File: src/rtl/main_mem_arbiter_pkg.sv
// Shared definitions for the main-memory arbiter: FSM states, op codes,
// default widths and the read/write op selection helper.
package main_mem_arbiter_pkg;

    localparam int ADDR_W_DEF  = 32;
    localparam int WORD_W_DEF  = 32;
    localparam int LINE_W_DEF  = 512;
    localparam int TIMEOUT_DEF = 1024;

    typedef enum logic [1:0] {
        ST_IDLE  = 2'd0,
        ST_ISSUE = 2'd1,
        ST_WAIT  = 2'd2,
        ST_RESP  = 2'd3
    } state_e;

    typedef enum logic {
        OP_RD = 1'b0,
        OP_WR = 1'b1
    } op_e;

    // A requester raising both read and write is served as a write only.
    function automatic op_e sel_op(input logic wr);
        if (wr) begin
            return OP_WR;
        end else begin
            return OP_RD;
        end
    endfunction

endpackage

File: src/rtl/main_mem_arbiter_rr_arb2.sv
// Two-way round-robin picker. Purely combinational; the owner keeps the
// last_grant register and loads last_grant_nxt every cycle.
module rr_arb2 (
    input  logic [1:0] req,
    input  logic       last_grant,
    input  logic       en,
    output logic       gnt_id,
    output logic       gnt_valid,
    output logic       last_grant_nxt
);

    // Pick the single requester, or the port that did not win last time.
    always_comb begin
        gnt_id         = 1'b0;
        gnt_valid      = 1'b0;
        last_grant_nxt = last_grant;
        if (en) begin
            case (req)
                2'b01: begin
                    gnt_id    = 1'b0;
                    gnt_valid = 1'b1;
                end
                2'b10: begin
                    gnt_id    = 1'b1;
                    gnt_valid = 1'b1;
                end
                2'b11: begin
                    gnt_id    = ~last_grant;
                    gnt_valid = 1'b1;
                end
                default: begin
                    gnt_id    = 1'b0;
                    gnt_valid = 1'b0;
                end
            endcase
            if (gnt_valid) begin
                last_grant_nxt = gnt_id;
            end else begin
                last_grant_nxt = last_grant;
            end
        end else begin
            last_grant_nxt = last_grant;
        end
    end

endmodule

File: src/rtl/main_mem_arbiter.sv
// Shares one main-memory port between the I-side (port 0) and D-side
// (port 1) cache controllers: round-robin grant, one transaction in flight,
// latched address/data, watchdog abort, all outputs registered.
module main_mem_arbiter
    import main_mem_arbiter_pkg::*;
#(
    parameter int ADDR_W         = ADDR_W_DEF,
    parameter int WORD_W         = WORD_W_DEF,
    parameter int LINE_W         = LINE_W_DEF,
    parameter int TIMEOUT_CYCLES = TIMEOUT_DEF
) (
    input  logic              clk,
    input  logic              rst,
    input  logic [ADDR_W-1:0] p0_addr,
    input  logic              p0_rd_req,
    input  logic              p0_wr_req,
    input  logic [WORD_W-1:0] p0_wdata,
    output logic [LINE_W-1:0] p0_rdata,
    output logic              p0_ready,
    output logic              p0_err,
    input  logic [ADDR_W-1:0] p1_addr,
    input  logic              p1_rd_req,
    input  logic              p1_wr_req,
    input  logic [WORD_W-1:0] p1_wdata,
    output logic [LINE_W-1:0] p1_rdata,
    output logic              p1_ready,
    output logic              p1_err,
    output logic [ADDR_W-1:0] mem_addr,
    output logic [WORD_W-1:0] mem_wdata,
    output logic              mem_read_req,
    output logic              mem_write_req,
    input  logic [LINE_W-1:0] mem_rdata,
    input  logic              mem_ready,
    output logic              busy,
    output logic              grant_id
);

    localparam int CNT_W = $clog2(TIMEOUT_CYCLES + 1);
    localparam logic [CNT_W-1:0] CNT_LIMIT = CNT_W'(TIMEOUT_CYCLES);
    localparam logic [CNT_W-1:0] CNT_LAST  = CNT_W'(TIMEOUT_CYCLES - 1);

    state_e            state_q,      state_d;
    op_e               op_q,         op_d;
    logic              id_q,         id_d;
    logic              last_grant_q, last_grant_d;
    logic [ADDR_W-1:0] addr_q,       addr_d;
    logic [WORD_W-1:0] wdata_q,      wdata_d;
    logic [CNT_W-1:0]  cnt_q,        cnt_d;
    logic              mem_rd_q,     mem_rd_d;
    logic              mem_wr_q,     mem_wr_d;
    logic [LINE_W-1:0] p0_rdata_q,   p0_rdata_d;
    logic [LINE_W-1:0] p1_rdata_q,   p1_rdata_d;
    logic [1:0]        ready_q,      ready_d;
    logic [1:0]        err_q,        err_d;
    logic              busy_q,       busy_d;

    logic [1:0] arb_req_s;
    logic       arb_gnt_id_s;
    logic       arb_gnt_valid_s;
    logic       arb_last_nxt_s;

    assign arb_req_s = {p1_rd_req | p1_wr_req, p0_rd_req | p0_wr_req};

    rr_arb2 u_rr_arb2 (
        .req            (arb_req_s),
        .last_grant     (last_grant_q),
        .en             (state_q == ST_IDLE),
        .gnt_id         (arb_gnt_id_s),
        .gnt_valid      (arb_gnt_valid_s),
        .last_grant_nxt (arb_last_nxt_s)
    );

    // Next-state, latch and output logic for the single-transaction FSM.
    always_comb begin
        state_d      = state_q;
        op_d         = op_q;
        id_d         = id_q;
        last_grant_d = arb_last_nxt_s;
        addr_d       = addr_q;
        wdata_d      = wdata_q;
        cnt_d        = cnt_q;
        mem_rd_d     = 1'b0;
        mem_wr_d     = 1'b0;
        p0_rdata_d   = p0_rdata_q;
        p1_rdata_d   = p1_rdata_q;
        ready_d      = 2'b00;
        err_d        = 2'b00;
        case (state_q)
            ST_IDLE: begin
                if (arb_gnt_valid_s) begin
                    state_d = ST_ISSUE;
                    id_d    = arb_gnt_id_s;
                    if (arb_gnt_id_s) begin
                        op_d    = sel_op(p1_wr_req);
                        addr_d  = p1_addr;
                        wdata_d = p1_wdata;
                    end else begin
                        op_d    = sel_op(p0_wr_req);
                        addr_d  = p0_addr;
                        wdata_d = p0_wdata;
                    end
                    // Start pulse is registered so it is high during ISSUE.
                    if (op_d == OP_WR) begin
                        mem_wr_d = 1'b1;
                    end else begin
                        mem_rd_d = 1'b1;
                    end
                end else begin
                    state_d = ST_IDLE;
                end
            end
            ST_ISSUE: begin
                state_d = ST_WAIT;
                cnt_d   = '0;
            end
            ST_WAIT: begin
                // mem_ready takes priority over the watchdog in the same cycle.
                if (mem_ready) begin
                    state_d = ST_RESP;
                    ready_d = id_q ? 2'b10 : 2'b01;
                    if (op_q == OP_RD) begin
                        if (id_q) begin
                            p1_rdata_d = mem_rdata;
                        end else begin
                            p0_rdata_d = mem_rdata;
                        end
                    end else begin
                        p0_rdata_d = p0_rdata_q;
                    end
                end else if (cnt_q >= CNT_LAST) begin
                    // Counter reaches the limit on this edge; it stops there.
                    state_d = ST_RESP;
                    cnt_d   = CNT_LIMIT;
                    ready_d = id_q ? 2'b10 : 2'b01;
                    err_d   = id_q ? 2'b10 : 2'b01;
                    if (id_q) begin
                        p1_rdata_d = '0;
                    end else begin
                        p0_rdata_d = '0;
                    end
                end else begin
                    state_d = ST_WAIT;
                    cnt_d   = cnt_q + CNT_W'(1);
                end
            end
            ST_RESP: begin
                state_d = ST_IDLE;
            end
            default: begin
                state_d = ST_IDLE;
            end
        endcase
        busy_d = (state_d != ST_IDLE) ? 1'b1 : 1'b0;
    end

    // State and output registers with synchronous reset.
    always_ff @(posedge clk) begin
        if (rst) begin
            state_q      <= ST_IDLE;
            op_q         <= OP_RD;
            id_q         <= 1'b0;
            last_grant_q <= 1'b1;
            addr_q       <= '0;
            wdata_q      <= '0;
            cnt_q        <= '0;
            mem_rd_q     <= 1'b0;
            mem_wr_q     <= 1'b0;
            p0_rdata_q   <= '0;
            p1_rdata_q   <= '0;
            ready_q      <= 2'b00;
            err_q        <= 2'b00;
            busy_q       <= 1'b0;
        end else begin
            state_q      <= state_d;
            op_q         <= op_d;
            id_q         <= id_d;
            last_grant_q <= last_grant_d;
            addr_q       <= addr_d;
            wdata_q      <= wdata_d;
            cnt_q        <= cnt_d;
            mem_rd_q     <= mem_rd_d;
            mem_wr_q     <= mem_wr_d;
            p0_rdata_q   <= p0_rdata_d;
            p1_rdata_q   <= p1_rdata_d;
            ready_q      <= ready_d;
            err_q        <= err_d;
            busy_q       <= busy_d;
        end
    end

    assign p0_rdata      = p0_rdata_q;
    assign p1_rdata      = p1_rdata_q;
    assign p0_ready      = ready_q[0];
    assign p1_ready      = ready_q[1];
    assign p0_err        = err_q[0];
    assign p1_err        = err_q[1];
    assign mem_addr      = addr_q;
    assign mem_wdata     = wdata_q;
    assign mem_read_req  = mem_rd_q;
    assign mem_write_req = mem_wr_q;
    assign busy          = busy_q;
    assign grant_id      = id_q;

endmodule
File: config.mk
export PLATFORM = sky130hd
export DESIGN_NAME = main_mem_arbiter
export DESIGN_NICKNAME = d
export VERILOG_FILES = /design/src/rtl/main_mem_arbiter_pkg.sv /design/src/rtl/main_mem_arbiter_rr_arb2.sv /design/src/rtl/main_mem_arbiter.sv
export SDC_FILE = /design/constraint.sdc
export NUM_CORES = 2
export LEC_CHECK = 0
export CAP_MARGIN = 15
export CORE_AREA = 10 10 673 675
export DETAILED_ROUTE_END_ITERATION = 12
export DIE_AREA = 0 0 683 685
export HOLD_SLACK_MARGIN = 0.02
export PLACE_DENSITY = 0.3
export RECOVER_POWER = 25
export SETUP_SLACK_MARGIN = 0.5
export SYNTH_ARGS = -nofsm -noshare
export SYNTH_HDL_FRONTEND = slang
export SYNTH_SLANG_ARGS = --single-unit
export TNS_END_PERCENT = 20
File: constraint.sdc
create_clock -name clk -period 2.1 [get_ports clk]
set_input_delay 0.42 -clock clk [delete_from_list [all_inputs] [get_ports clk]]
set_output_delay 0.42 -clock clk [all_outputs]
set_load 0.1 [all_outputs]
### Yosys cells after proc, flatten, opt, wreduce, memory -nomap -nowiden

Cells that the tools add are included.

| operators by class | value |
|---|---|
| add/subtract/negate cells | 1 |
| magnitude comparators | 1 |
| equal/unequal tests | 8 |
| multiplexer cells | 35 |
| bitwise operators | 7 |
| reduce and logical (&&, ||, !) cells | 13 |

Operators with widths:

| kind | count |
|---|---|
| 2-to-1 mux 512 bit | 10 |
| 2-to-1 mux 32 bit | 2 |
| 2-to-1 mux 11 bit | 2 |
| case mux 11 bit (2 select lines) | 1 |
| 2-to-1 mux 1 bit | 15 |
| adder 11 x 1 -> 11 bit (second input constant) | 1 |
| >= comparator 11 x 10 -> 1 bit (second input constant) | 1 |
| OR reduction 3 bit | 3 |
| equality test 2 bit (second input constant) | 4 |
| case mux 2 bit (4 select lines) | 1 |
| AND reduction 4 bit | 2 |
| 2-to-1 mux 2 bit | 3 |
| AND reduction 2 bit | 3 |
| nonzero test 2 bit | 3 |
| NOT 1 bit | 5 |
| equality test 2 x 1 -> 1 bit (second input constant) | 2 |
| != test 2 bit (second input constant) | 2 |
| zero test 2 bit | 1 |
| OR 1 bit | 2 |
| case mux 1 bit (2 select lines) | 1 |
| OR reduction 2 bit | 1 |

| storage, ports and cells | value |
|---|---|
| register bits after elaboration | 1111 |
| bits of input ports | 647 |
| logic and storage cells | 79 |

### Longest topological paths before layout

| logic depth | value |
|---|---|
| depth in word-level cells | 10 |
| depth in mapped cells | 8 |
| mapped depth without buffers | 6 |

### Hierarchy

Synthesis repeated with hierarchy kept, for this count alone.

| unflattened totals | value |
|---|---|
| cell total of the unflattened synthesis | 5079 |
| area, all modules | 45244.6 um^2 |

By module, submodules not included:

| module | instances | cells an instance | area each (um^2) | seq. area each (um^2) |
|---|---|---|---|---|
| main_mem_arbiter | 1 | 5074 | 45217.1 | 22241.3 |
| rr_arb2 | 1 | 5 | 27.5 | 0.0 |

### Least setup slack after synthesis

Ideal clock, no wire load.

| timing path | value |
|---|---|
| path kind | register to register |
| start point | reg id_q (netlist: grant_id) |
| end point | reg p0_rdata_q[100] (netlist: p0_rdata[100]) |
| setup time | 0.072 ns |
| arrival | 1.987 ns |
| required time | 2.028 ns |
| setup slack | 0.041 ns |
| stages on the path, launching flop included | 7 |
| cell sequence | dfxtp_1 -> inv_1 -> o2111ai_1 -> buf_2 -> buf_6 -> buf_6 -> mux2i_1 |

| on the way | value |
|---|---|
| word-level cells in the longest chain between the ends | 2 |

RTL lines:

| what | line | RTL |
|---|---|---|
| from (decl) | main_mem_arbiter.sv:44 | `logic id_q, id_d;` |
| from (signal assigned) | main_mem_arbiter.sv:176 | `id_q <= id_d;` |
| NOT 1 bit (no source line) | n/a |  |
| AND reduction 4 bit (no source line) | n/a |  |
| to (signal assigned) | main_mem_arbiter.sv:183 | `p0_rdata_q <= p0_rdata_d;` |
| to (decl) | main_mem_arbiter.sv:51 | `logic [LINE_W-1:0] p0_rdata_q, p0_rdata_d;` |

Every way passes these cells.
A chain may end at the register's enable or synchronous reset.

### Worst setup path after layout

| timing path | value |
|---|---|
| start point | reg cnt_q[0] |
| end point | reg p0_rdata_q[489] (netlist: p0_rdata[489]) |

| on the way | value |
|---|---|
| word-level cells in the longest chain between the ends | 3 |

RTL lines:

| what | line | RTL |
|---|---|---|
| from (decl) | main_mem_arbiter.sv:48 | `logic [CNT_W-1:0] cnt_q, cnt_d;` |
| from (signal assigned) | main_mem_arbiter.sv:180 | `cnt_q <= cnt_d;` |
| >= comparator 11 x 10 -> 1 bit | main_mem_arbiter.sv:130 | `end else if (cnt_q >= CNT_LAST) begin` |
| nonzero test 2 bit (no source line) | n/a |  |
| AND reduction 4 bit (no source line) | n/a |  |

Every way passes these cells.

==> results.cfg <==
[run_status]
status = complete, but fails checks
violations = setup timing

[run]
drv_cap = 0

[synthesis]
synth_top_area_share = 0.474
ys_ff_latch = 1111
synthAdderAreaFrac = 0.00133
synth_area_um2 = 46900
synthCells = 4332
synth_top_family_by_area = multiplexers
syn_nets = 4984
synth-compound-area-share = 0.0153
synth_area_leaders = dfxtp_1 47%, mux2i_1 23%, nand2b_1 14%
synth_cell_types = 37
synth_xor_area_frac = 0
synth_warnings = 0
ys_seq_area_frac = 0.474
muxShareOfSynthArea = 0.232
yosys.area_share.simple = 0.229
avgSynthCellArea_um2 = 10.8
synth_top_area_cell = dfxtp_1

[sta]
fin_crit_ps = 2160
setup_viol = 148
fin_crit_sh = 1.03
rsz0062_at_grt = yes
max_freq_mhz = 462
relSlewSlack = 0.493
slew_violations = 0
skew_ps = 62.0
worst_pin_slew_ps = 750
final_hold_viol_count = 0
fin_ws_ps = -62.3
tns_ps = -2380

[global_route]
busiest_layer = met2
antenna_found_initial = 73
grt-ovfl-total = 0
grt_pass1_wl_um = 456000
track_usage = 0.147
use_met2 = 0.263
grt_pass1_vias = 41900
grt_max_degree = 98
globalRouteMet1Util = 0.153
use_met3 = 0.0764

[drt]
drc = 0
route.vias.total = 40100
vias_per_cell = 3.28
wl_per_cell_um = 29.8
drt_wl_total_um = 364000
firstDrtPassIters = 5
final_antenna_net_count = 0
drt_iter0_markers = 1909

[floorplan]
die_y_um = 685
ios = 1743
rows = 244
fp.dieW_um = 683
initial_utilization = 0.107
fp.dieArea_um2 = 468000
core_area_um2 = 440000

[power_and_ir_drop]
p_clk_frac = 0.376
power.share.combinational = 0.314
p_seq_frac = 0.311
switching_share = 0.386
cellPowerDensity_nw_per_um2 = 930
p_sw_mw = 29.3
internal-power_mw = 46.6
peakVddDrop_mv = 0.564
p_leak_nw = 35.9

[cts]
cts_tree = built
cts_made_buffers = 166
ctsRootBufferMaster = clkbuf_16
htreeDepth = 4
cts.sink_count = 1111
clockBufferDepth = 4
clkSlewWorstSetupHoldPaths_ps = 60
insertion_delay_ps = 900

[critical_path]
crit_fanout = 7
cp-start-kind = register
cp.arrival_ps = 2920
crit_slowest_cell = dfxtp_4
cp-end-kind = register
cp_slowest_stage_delay_ps = 350
path_cells = ha_4, a21oi_4, nor4_4, buf_4, o2111ai_4, buf_12, buf_12, buf_16, buf_16, buf_6, mux2i_1
crit_type = reg2reg
crit_required_ps = 2860

[min_path]
min_path_type = in2reg

[layout]
drive_above_1_share = 0.277
areaGrowthSynthToFinish_pct = 73.8
fin_nets = 6824
final_util = 0.185

[placed_design]
globalplace.congestion = 0.818
numPortBuffers = 1742
place_ws_ps = -360
hpwl_um = 303000
-- kinds of logic after synthesis --
group,after synthesis
buf+inv,380
compound gates,99
mux,1090
flops,1111
fa+ha+maj,5
simple gates,1647
-- per-stage QoR --
stage | area [um2] | power [mW] | hold WS [ps] | instances
after global placement | 74100 | 47.2 | 461 | 11900
after detailed placement | 74100 | 47.1 | 459 | 11900
after floorplan | 47000 | 38.7 | 429 | 4332
final | 81600 | 75.9 | 136 | 12200
after CTS | 80700 | 77.0 | 23.2 | 12200
after global routing | 81500 | 79.0 | 62.2 | 12200
-- synth_stat cells --
| library cell | number |
|---|---|
| and3_1 | 3 |
| mux2i_1 | 1090 |
| nand4_2 | 1 |
| o211ai_1 | 2 |
| nand2_1 | 11 |
| o2111ai_1 | 2 |
| nor4_4 | 1 |
| a21boi_0 | 1 |
| and4_1 | 1 |
| o31ai_1 | 1 |
| or3_1 | 2 |
| a41oi_1 | 1 |
| o41a_1 | 2 |
| a211oi_1 | 66 |
| o21ai_0 | 5 |
| nor4_1 | 1 |
| nor3b_1 | 2 |
| dfxtp_1 | 1111 |
| a31oi_1 | 5 |
| a22oi_1 | 1 |
| o41ai_1 | 2 |
| nor2_1 | 70 |
| nand3_1 | 6 |
| nand3b_1 | 516 |
| nor3_1 | 3 |
| or4_1 | 2 |
| a211o_1 | 1 |
| nand2b_1 | 1025 |
| buf_2 | 15 |
| o211a_1 | 1 |
| inv_1 | 5 |
| clkbuf_1 | 254 |
| nor2b_1 | 2 |
| a21oi_1 | 9 |
| or2_2 | 1 |
| ha_1 | 5 |
| buf_6 | 106 |
-- sequential cells by signal (all words and copies together), names as in the netlist, 2 cells and up --
name       flops
ready_q        2
p1_rdata     512
mem_wdata     32
p0_rdata     512
cnt_q         11
mem_addr      32
state_q        2
err_q          2
-- worst paths after layout --
kind                 start            end  slack [ps]  depth (start not counted)
min          mem_rdata[53]   p1_rdata[53]         140                          3
max reg2reg       cnt_q[0]  p0_rdata[489]         -60                         11
min reg2reg   p0_rdata[88]   p0_rdata[88]         470                          2
max               cnt_q[0]  p0_rdata[489]         -60                         11
-- layout make-up --
cell class	instances	area, um2
antenna	26	65.1
clock buffer	242	4800
clock inverter	41	487
fill	48400	358000
inverter	5	18.8
multi-input combinational	2841	22500
sequential	1111	22500
tap	5904	7390
timing repair buffer	2047	23700
-- layout by cell type, fill, tap and decap left out, types with 2 or more instances in the layout --
master,count
a31oi_1,5
dfxtp_1,1021
inv_6,5
o21ai_0,5
diode_2,26
nor2_1,70
nor3_1,3
mux2i_1,1088
clkbuf_4,2
buf_16,21
clkdlybuf4s50_1,644
a21oi_1,8
bufinv_16,8
clkinv_8,2
dfxtp_2,12
nand2_1,10
ha_1,4
buf_6,10
nand2b_1,1025
buf_12,474
and3_1,3
buf_4,862
a211oi_1,66
or3_1,2
o41ai_1,2
nand3_1,6
buf_8,17
clkbuf_8,32
nand3b_1,516
dfxtp_4,78
o2111ai_4,2
nor2b_1,2
or4_1,2
clkbuf_1,44
mux2i_2,2
o211ai_1,2
clkinvlp_4,6
clkinv_2,19
inv_1,5
clkbuf_16,182
-- worst max-delay path, delay by kind of cell (launching register included) --
| family | cells | cell delay (ps) |
|---|---|---|
| AO/OA/AOI/OAI | 2 | 360 |
| adder cells (fa/ha/maj) | 1 | 160 |
| buffers and inverters | 6 | 920 |
| flip-flops | 1 | 350 |
| multiplexers | 1 | 180 |
| AND/OR/NAND/NOR | 1 | 40 |
-- repair_timing --
item	in CTS	in global routing
pin swaps	0	0
buffers inserted	10	19
hold endpoints to repair	1	0
gates cloned	3	16
setup endpoints to repair	2189	2203
hold buffers	1	0
resized for setup	360	55
-- layer usage --
layer	vias to the layer above	share of wire	wire length (um)
met5	-	0.00056	205
met2	1264	0.50	183000
met4	32	0.017	6240
met1	19900	0.37	133000
li1	18500	-	-
met3	345	0.11	40700
-- power by group through the flow --
stage               sequential, mW  clock (mW)  combinational, mW
floorplan                     32.9           0               5.85
global placement              24.1           0               23.1
detailed placement            24.1           0               23.0
CTS                           23.6        29.8               23.6
global route                  23.8        30.5               24.7
finish                        23.6        28.5               23.8
No activity file was read; power rests on OpenSTA's default activity.
